### src/rtl/pulse_generator_pkg.sv
// Shared constants for the programmable periodic strobe generator.
package pulse_generator_pkg;

    localparam int PG_DEFAULT_N = 8;

endpackage : pulse_generator_pkg

### src/rtl/pulse_generator.sv
// Programmable periodic strobe: one-cycle pulse on out every max(ticks,1) enabled cycles.
// Optional build macro PULSE_GENERATOR_PHASE_OUT_EN adds a phase output mirroring the counter.
module pulse_generator
    import pulse_generator_pkg::*;
#(
    parameter int N = PG_DEFAULT_N
) (
    input  logic         clk,
    input  logic         rst,
    input  logic         ena,
    input  logic [N-1:0] ticks,
    output logic         out
`ifdef PULSE_GENERATOR_PHASE_OUT_EN
    ,
    output logic [N-1:0] phase
`endif
);

    logic [N-1:0] counter_r;
    logic         out_r;
    logic [N-1:0] counter_nxt_s;
    logic         out_nxt_s;
    logic [N-1:0] period_m1_s;
    logic         wrap_s;

    // Terminal count: ticks of 0 behaves as a period of 1, so the limit is 0.
    always_comb begin
        period_m1_s = {N{1'b0}};
        if (ticks == {N{1'b0}}) begin
            period_m1_s = {N{1'b0}};
        end else begin
            period_m1_s = ticks - N'(1);
        end
        wrap_s = (counter_r >= period_m1_s);
    end

    // Next counter/pulse value; >= compare lets a shortened period wrap at once.
    always_comb begin
        counter_nxt_s = counter_r;
        out_nxt_s     = 1'b0;
        if (ena) begin
            if (wrap_s) begin
                counter_nxt_s = {N{1'b0}};
                out_nxt_s     = 1'b1;
            end else begin
                counter_nxt_s = counter_r + N'(1);
                out_nxt_s     = 1'b0;
            end
        end else begin
            counter_nxt_s = counter_r;
            out_nxt_s     = 1'b0;
        end
    end

    // State registers with synchronous reset taking priority over enable.
    always_ff @(posedge clk) begin
        if (rst) begin
            counter_r <= {N{1'b0}};
            out_r     <= 1'b0;
        end else begin
            counter_r <= counter_nxt_s;
            out_r     <= out_nxt_s;
        end
    end

    assign out = out_r;

`ifdef PULSE_GENERATOR_PHASE_OUT_EN
    assign phase = counter_r;
`endif

endmodule : pulse_generator

### config.mk
export PLATFORM = sky130hd
export DESIGN_NAME = pulse_generator
export DESIGN_NICKNAME = d
export VERILOG_FILES = /design/src/rtl/pulse_generator_pkg.sv /design/src/rtl/pulse_generator.sv
export SDC_FILE = /design/constraint.sdc
export NUM_CORES = 1
export LEC_CHECK = 0
export CELL_PAD_IN_SITES_DETAIL_PLACEMENT = 1
export CELL_PAD_IN_SITES_GLOBAL_PLACEMENT = 1
export CORE_UTILIZATION = 40
export DETAILED_ROUTE_END_ITERATION = 8
export PLACE_DENSITY_LB_ADDON = 0.1
export SLEW_MARGIN = 30
export SYNTH_ARGS = -nofsm -noshare
export SYNTH_HDL_FRONTEND = slang
export SYNTH_SLANG_ARGS = --single-unit
export TNS_END_PERCENT = 10
### constraint.sdc
create_clock -name clk -period 2.65 [get_ports clk]
set_input_delay 0.265 -clock clk [delete_from_list [all_inputs] [get_ports clk]]
set_output_delay 0.265 -clock clk [all_outputs]
set_load 0.005 [all_outputs]
==> out/results.ini, run 1 <==
[timing]
max_freq_ghz=0.386
worst_pin_slew_ns=0.486
finalSetupViolCount=0
skew_ns=0.00882
setup_ws_ns=0.0564
hold_violations=0
slew_violations=0
holdWs_ns=0.573
period_share_pct=97.9
relSlewSlack_pct=67.5
period_minus_slack_ns=2.59

[setup_path]
path_buf_inv=2
crit_chain=clkdlybuf4s50_1 > inv_2 > ha_4 > nand2_2 > or4_4 > nand2_1 > ha_1 > and3_4 > a221oi_4 > o22ai_4 > nor2b_1
critical_path_arrival_ns=2.73
max_stage_delay_ns=0.47
critPathTopFamily=simple AND/OR/NAND/NOR gates
cp.required_ns=2.78
cp-end-kind=flop
crit_type=primary input to flop
slowest_stage=or4_4
critPathLaunchType=primary input
cp_max_fo=5

[die]
core_mm2=0.00180
initial_core_util_pct=44.1
die_h_um=46.6
die-width_um=46.6
die_area_mm2=0.00217
fp-row-count=15
ioPinCount=12

[cells_and_area]
drive_gt1_share_pct=36.6
n_antenna_cell=0
multi_input_area_um2=651
syn_to_final_growth_pct=42.7
regArea_um2=180
utilization_pct=62.9
stdcell_area_mm2=0.00113
fin_nets=134
fill_cells=207

[global_route]
grt_usage_pct=19.9
grt_max_degree=10
grt_pass1_vias=709
grt_pass1_wl_mm=3.03
antenna_found_initial=0
overflow=0

[clocking]
cts_root_buffer=clkbuf_4
clk_latency_ns=0.27
clock_path_buffers=2
hold_buffers=0
cts_tree=built
cts.sinks=9
cts-htree-levels=1
numCtsBuffers=3
clk_pin_slew_ns=0.06

[logic_synthesis]
synth_fp_nets=104
ys_seq_elements=9
synth_area_um2=795
ys_seq_area_share_pct=22.7
synth.distinct_cells=29
syn_inst=83
syn_area_per_cell_um2=9.57
yosys_warnings=0

[place]
dp_slack_ns=-0.267
dp_hpwl_mm=1.44
placed_area_mm2=0.00102
io_buffers=11
place_congestion=0.732

[pwr]
p_clk_share_pct=29.6
p_comb_share_pct=32.2
power_density_mw_per_mm2=329
p_seq_share_pct=38.3
peakVddDrop_mv=0.235
p_sw_mw=0.112
p_int_mw=0.261
power_leakage_nw=0.500
power.share.switching_pct=30.0

[run]
drv_cap=0

[detailed_routing]
vias_per_cell=5.34
num_vias=732
wirelength_mm=2.38
wl_per_cell_um=17.4
initialDrtViolationCount=17
dr.pass1.iters=3
drc_errors=0
ant_nets=0

[run_status]
outcome=complete, no violations

[hold_path]
hold_class=flop to flop

worst paths after layout:
kind | from | end | slack [ns] | depth (start not counted)
worst max-delay path | ticks[0] | out$_SDFF_PP0_ | 0.06 | 11
worst min-delay path | counter_r[7]$_SDFFE_PP0P_ | counter_r[7]$_SDFFE_PP0P_ | 0.57 | 2
worst max register to register | counter_r[0]$_SDFFE_PP0P_ | out$_SDFF_PP0_ | 0.87 | 7
worst min register to register | counter_r[7]$_SDFFE_PP0P_ | counter_r[7]$_SDFFE_PP0P_ | 0.57 | 2
what timing repair did:
item	in CTS	in global routing
buffers inserted	0	2
gates resized for setup	0	12
endpoints found under the setup margin	0	9
sequential cells by signal, indices dropped and copies added, names as in the netlist:
name,flops
counter_r,8
out,1
synthesized netlist by cell type, drive strengths merged:
cell type / instances / share of area [%]
a2111oi: 1 / 3.5
a21o: 2 / 1.9
a21oi: 2 / 1.3
a221oi: 1 / 1.9
and3: 2 / 1.6
buf: 2 / 1.1
dfxtp: 9 / 23
ha: 10 / 16
inv: 4 / 1.9
mux2i: 2 / 2.5
nand2: 9 / 4.6
nand2b: 2 / 2.8
nand3: 1 / 0.63
nand4: 3 / 2.4
nor2: 3 / 1.4
nor2b: 1 / 0.79
nor3: 13 / 15
nor4: 1 / 0.79
o2111ai: 1 / 1.1
o21a: 2 / 1.9
o22ai: 1 / 2.5
or4: 1 / 1.4
xnor2: 4 / 4.4
xor2: 6 / 6.6
power by group through the flow:
stage | sequential, mW | combinational, mW | clock, mW
floorplan | 0.145 | 0.0581 | 0
global placement | 0.145 | 0.0961 | 0
detailed placement | 0.146 | 0.0986 | 0
CTS | 0.143 | 0.0997 | 0.114
global route | 0.143 | 0.128 | 0.117
finish | 0.143 | 0.120 | 0.110
kinds of logic (layout without fill, tap and decap cells):
logic type | Yosys count | after routing | share of synthesized area, %
buf+inv | 6 | 34 | 2.99
mux | 2 | 2 | 2.52
xor+xnor | 10 | 10 | 11.0
simple gates | 36 | 36 | 31.0
fa+ha+maj | 10 | 10 | 15.7
flops | 9 | 9 | 22.7
compound gates | 10 | 11 | 14.0
layer usage:
metal	GRT usage, %	routed length, um
met5	0	0
met4	7.06	42
met3	4.71	56
met2	30.8	1260
met1	26.5	1020
worst register-to-register path: cells and delay by family (launching register included):
kind	cells	cell delay [ns]
flops	1	0.40
compound gates	2	0.39
simple gates	2	0.31
fa+ha+maj	1	0.29
buf+inv	2	0.26
stage by stage:
stage / std cells / power, mW / setup TNS (ns)
5_1_grt: 137 / 0.388 / -0.0825
2_1_floorplan: 83 / 0.203 / 0
3_5_place_dp: 130 / 0.245 / -1.93
4_1_cts: 134 / 0.356 / 0
6_report: 137 / 0.373 / 0
3_3_place_gp: 130 / 0.241 / -1.08
layout by cell type (no fill, tap or decap), types with 2 or more instances in the layout:
cell type,n
a21o_1,2
a21oi_1,2
buf_4,15
clkbuf_4,3
clkdlybuf4s50_1,8
dfxtp_1,9
dlymetal6s2s_1,3
ha_1,9
inv_1,2
inv_2,2
mux2i_1,2
nand2_1,8
nand4_1,3
nor2_1,3
nor3_1,3
nor3_2,9
o21a_1,2
o22ai_4,2
xnor2_1,4
xor2_1,6
area by class of cell:
type / count / share of cell area, %
multi-input cells: 69 / 57.4
repair buffers: 26 / 20.3
flip-flops and latches: 9 / 15.9
well taps: 25 / 2.76
clock buffers: 4 / 2.32
inverters: 4 / 1.32
Note: power is estimated with default switching activity, not from simulation.
==> run 2: changes to the inputs <==
Settings changed: CTS_CLUSTER_DIAMETER set to 120.
==> results of run 2 <==
Final layout, timing and power as in run 1 (identical DEF).
